<file path="config.mk">
export PLATFORM = sky130hd
export DESIGN_NAME = acs_sweep_sequencer
export DESIGN_NICKNAME = d
export VERILOG_FILES = /design/src/rtl/acs_sweep_sequencer.sv
export SDC_FILE = /design/constraint.sdc
export NUM_CORES = 1
export LEC_CHECK = 0
export CORE_UTILIZATION = 53
export DETAILED_ROUTE_END_ITERATION = 16
export HOLD_SLACK_MARGIN = 0.15
export PLACE_DENSITY = 0.83
export SLEW_MARGIN = 10
export SYNTH_ARGS = -nofsm -noshare
export SYNTH_HDL_FRONTEND = slang
export SYNTH_SLANG_ARGS = --single-unit
</file>
<file path="constraint.sdc">
create_clock -name Clock -period 4.84 [get_ports Clock]
set_clock_uncertainty 0.05 [all_clocks]
set_input_delay 1.452 -clock Clock [delete_from_list [all_inputs] [get_ports Clock]]
set_output_delay 1.452 -clock Clock [all_outputs]
set_load 0.01 [all_outputs]
</file>
<file path="src/rtl/acs_sweep_sequencer.sv">
// Sweeps the 4-wide ACS unit across all 2^WD_FSM segments for each accepted branch-metric symbol.
// Optional survivor stall input is compiled in only when ACS_SEQ_STALL_EN is defined.
module acs_sweep_sequencer #(
    parameter int  WD_FSM   = 6,
    parameter int  WD_STATE = 8,
    parameter int  WD_SCNT  = 16,
    localparam int SEGW     = (WD_FSM > 0) ? WD_FSM : 1
) (
    input  logic               Clock,
    input  logic               Reset,
    input  logic               SymbolValid,
    input  logic               SymbolFirst,
    output logic               SymbolReady,
    output logic               Active,
    output logic [SEGW-1:0]    ACSSegment,
    output logic               Init,
    output logic               Hold,
    output logic               CompareStart,
    output logic               SymbolDone,
    output logic [WD_SCNT-1:0] SymbolCount
`ifdef ACS_SEQ_STALL_EN
    ,
    input  logic               SurvStall
`endif
);
    localparam logic [0:0]      IDLE     = 1'b0;
    localparam logic [0:0]      SWEEP    = 1'b1;
    localparam int              SUW      = (WD_STATE > 0) ? $clog2(WD_STATE + 1) : 1;
    localparam logic [SEGW-1:0] SEG_LAST = SEGW'((1 << WD_FSM) - 1);
    localparam logic [SUW-1:0]  SU_MAX   = SUW'(WD_STATE);
    localparam logic            SINGLE   = (WD_FSM == 0);

    logic [0:0]         state;
    logic [SEGW-1:0]    seg;
    logic               active_r;
    logic               init_r;
    logic               hold_r;
    logic               cmp_r;
    logic [WD_SCNT-1:0] sym_cnt;
    logic [SUW-1:0]     startup_cnt;

    logic               stall;
    logic               seg_last;
    logic               hold_fire;
    logic               accept;
    logic [SUW-1:0]     startup_inc;
    logic [SUW-1:0]     startup_base;
    logic [SUW-1:0]     startup_eff;

`ifdef ACS_SEQ_STALL_EN
    assign stall = SurvStall & (state == SWEEP);
`else
    assign stall = 1'b0;
`endif

    assign seg_last    = (seg == SEG_LAST);
    assign hold_fire   = (state == SWEEP) & seg_last & ~stall;
    assign SymbolReady = ~Reset & ((state == IDLE) | hold_fire);
    assign accept      = SymbolValid & SymbolReady;

    assign startup_inc  = (startup_cnt >= SU_MAX) ? SU_MAX : startup_cnt + SUW'(1);
    // A symbol closing on the same edge as a new acceptance already counts toward its startup.
    assign startup_base = hold_fire ? startup_inc : startup_cnt;
    assign startup_eff  = SymbolFirst ? '0 : startup_base;

    always_ff @(posedge Clock) begin
        if (Reset) begin
            state       <= IDLE;
            seg         <= '0;
            active_r    <= 1'b0;
            init_r      <= 1'b0;
            hold_r      <= 1'b0;
            cmp_r       <= 1'b0;
            sym_cnt     <= '0;
            startup_cnt <= '0;
        end else if (!stall) begin
            if (hold_fire) begin
                sym_cnt <= sym_cnt + WD_SCNT'(1);
            end
            if (accept) begin
                state       <= SWEEP;
                seg         <= '0;
                active_r    <= 1'b1;
                init_r      <= 1'b1;
                hold_r      <= SINGLE;
                cmp_r       <= (startup_eff >= SU_MAX);
                startup_cnt <= startup_eff;
            end else if (hold_fire) begin
                state       <= IDLE;
                seg         <= '0;
                active_r    <= 1'b0;
                init_r      <= 1'b0;
                hold_r      <= 1'b0;
                cmp_r       <= 1'b0;
                startup_cnt <= startup_inc;
            end else if (state == SWEEP) begin
                seg    <= seg + SEGW'(1);
                init_r <= 1'b0;
                hold_r <= ((seg + SEGW'(1)) == SEG_LAST);
            end
        end
    end

    assign Active       = active_r & ~stall;
    assign ACSSegment   = seg;
    assign Init         = init_r;
    assign Hold         = hold_r & ~stall;
    assign SymbolDone   = hold_r & ~stall;
    assign CompareStart = cmp_r;
    assign SymbolCount  = sym_cnt;

endmodule

</file>
==> flow_summary_export.csv <==
group,metric,value,unit
outcome,status,"finished clean",
sta,max_clock_freq,248,MHz
run,drv_cap,0,
yosys,ys_types,38,
yosys,synthArstFlopShare,0,
sta,hold_violations,0,
routing,routed-via-count,1330,
routing,antenna_left,0,
setup_path,critPathTopFamily,"buffers and inverters",
routing,routed_wl,3260,um
clocking,worstSkewPairLatency,0.33,ns
sta,slew_viol_final,0,
layout,fillers,220,
sta,rsz0062_at_grt,"false",
sta,setup_tns,0,ns
clocking,hold_buffers,0,
yosys,synth.most_common_cell,"dfxtp_1",
sta,post-route-period-util,0.835,
grt,grtUsageMet3,0.0667,
yosys,synthTopCellsByArea,"dfxtp_1 (41%), nor2_1 (6.5%), a21oi_1 (4.8%), xor2_1 (4.8%), ha_1 (4.3%)",
power_and_ir_drop,power.density,237,nW/um^2
clocking,htree_levels,2,
die,ios,32,
grt,grt_pass1_vias,1178,
placement,placed_cells,227,
placement,dp_hpwl,2380,um
setup_path,reg2reg_to,"SymbolCount[14]",
layout,multi_input_area,778,sq um
clocking,post_cts_resized,0,
setup_path,path_max_fanout,2,
placement,portBuffers,31,
die,die_width,54.4,um
clocking,clkSlewWorstSetupHoldPaths,0.08,ns
yosys,ys_ff_latch,30,
routing,drt-pass1-iter-count,4,
die,die_h,54.4,um
grt,grt_max_degree,23,
setup_path,critPathMaxStageDelay,0.54,ns
setup_path,cp_data_required_time,3.34,ns
layout,final-seq-area,601,sq um
routing,routedWlPerCell,13.9,um
yosys,yosysWarnings,0,
power_and_ir_drop,ir_drop,209,uV
yosys,syn_area,1450,sq um
placement,placed_area,1760,sq um
clocking,tritoncts,"built",
power_and_ir_drop,leakage,0.653,nW
die,initial_utilization,0.576,
layout,final_cells,235,
grt,grt_use_total,0.248,
layout,diodes,0,
sta,tightest_slew,0.472,ns
setup_path,crit_cells,3,
yosys,synth_enable_flop_cells,0,
clocking,root_buffer,"clkbuf_4",
layout,final_area,1820,sq um
layout,fin_nets,213,
setup_path,crit_end,"SymbolReady",
setup_path,rrSetupSlack,2.63,ns
yosys,synth_area_leader_cell,"dfxtp_1",
yosys,synth_nets,181,
grt,grt_pass1_wl,5220,um
yosys,ys_seq_area_frac,0.413,
setup_path,setup.worst_path.end_class,"primary output",
yosys,synth.top_cells.by_count,"dfxtp_1 (30), nor2_1 (25), a21oi_1 (14)",
yosys,yosysTopAreaCellShare,0.413,
layout,area_growth,25.6,%
sta,fin_ws,0.800,ns
setup_path,cp_common_cell,"clkdlybuf4s50_1",
sta,setup_violations,0,
clocking,clockBufferDepth,2,
setup_path,r2r-start,"ACSSegment[0]",
power_and_ir_drop,power,0.433,mW
placement,place_ws,0.805,ns
sta,final.min_clock_period,4.04,ns
die,design.core.area,2520,sq um
layout,drive_gt1_frac,0.0634,
grt,top_usage_layer,"met2",
routing,drtIter0Drc,19,
sta,hold_ws,0.438,ns
setup_path,critPathArrivalTime,2.54,ns
grt,gr-usage-met1,0.299,
setup_path,slowest_stage,"clkdlybuf4s50_1",
grt,grt-ovfl-total,0,
setup_path,start_kind,"input port",
placement,place_congestion,0.790,
routing,viasPerCell,5.66,
clocking,cts.sinks,30,
grt,grt.met2_usage,0.411,
routing,post-route-drc-count,0,
layout,final_util,0.723,
setup_path,path_class,"input port to primary output",
yosys,synth_ff_type,"dfxtp_1",
die,dieArea,2950,sq um
setup_path,path_cells,"clkdlybuf4s50_1 -> nor2_1 -> clkdlybuf4s50_1",
setup_path,r2r_cells,5,
yosys,post_synth.cell_area_avg,8.45,sq um
sta,slew-limit-headroom,0.685,
yosys,synthCells,172,
setup_path,cp_num_buf_inv,2,
die,rows,18,
clocking,cts_buffers,5,
setup_path,startpoint,"Reset",
clocking,post_cts_buffers,0,
worst_hold_path,worstHoldPathType,"flop to flop",
grt,antenna_found_initial,0,
## how the worst min path moves through the flow
| stage | depth (start not counted) | endpoint | start |
|---|---|---|---|
| 3_3_place_gp | 2 | CompareStart | CompareStart |
| 5_1_grt | 2 | startup_cnt[2] | startup_cnt[2] |
| 4_1_cts | 2 | Hold | Hold |
| 3_5_place_dp | 2 | Hold | Hold |
| 6_report | 2 | Hold | Hold |
| 2_1_floorplan | 2 | startup_cnt[2] | startup_cnt[2] |
## sequential cells by signal, indices dropped and copies added, names as in the netlist
| name | count |
|---|---|
| startup_cnt | 4 |
| Hold | 1 |
| SymbolCount | 16 |
| CompareStart | 1 |
| ACSSegment | 6 |
| Active | 1 |
| Init | 1 |
## logic make-up (layout without fill, tap and decap cells)
logic type | Yosys count | in the layout | synth area share
and+or+nand+nor | 77 | 77 | 0.283
buffers and inverters | 15 | 48 | 0.0508
AOI/OAI and AO/OA | 31 | 31 | 0.124
adders and majority gates | 5 | 5 | 0.0431
DFF | 30 | 30 | 0.413
xor gates and xnor gates | 13 | 13 | 0.0784
muxes | 1 | 1 | 0.00775
## worst reg2reg max path: cells and delay by family, from the launching register on
family                     cells  cell delay (ns)
and+or+nand+nor                3             0.97
DFF                            1             0.46
muxes                          1             0.34
adders and majority gates      1             0.30
## power by group
group / internal, mW / switching [mW] / leakage (nW)
clock network: 0.0703 / 0.0852 / 0.0353
logic: 0.0114 / 0.0128 / 0.376
registers: 0.249 / 0.00406 / 0.242
total: 0.331 / 0.102 / 0.653
## per-layer routing
metal / routed length, um / vias up
met5: 0 / -
met4: 39 / 0
met3: 103 / 6
met2: 1580 / 21
met1: 1530 / 639
li1: - / 664
## final cells by class
class,count,area share
clock buffer,7,0.0302
inverter,8,0.0165
tap,30,0.0206
sequential,30,0.329
multi-input combinational,127,0.427
clock inverter,1,0.00274
timing repair buffer,32,0.174
## placed cells by master, fill, tap and decap left out, types with 2 or more instances in the layout
master / instances
nand3b_1: 2
dfxtp_1: 30
and3_1: 3
nor2_1: 25
or4b_1: 2
clkdlybuf4s50_1: 31
nand3_1: 8
o21ai_0: 9
clkbuf_4: 5
nor4_1: 2
and4_1: 4
inv_1: 8
ha_1: 5
xnor2_1: 5
nand2_1: 13
or3_1: 5
nand4_1: 6
xor2_1: 8
a21oi_1: 14
(Power assumes the default switching activity.)
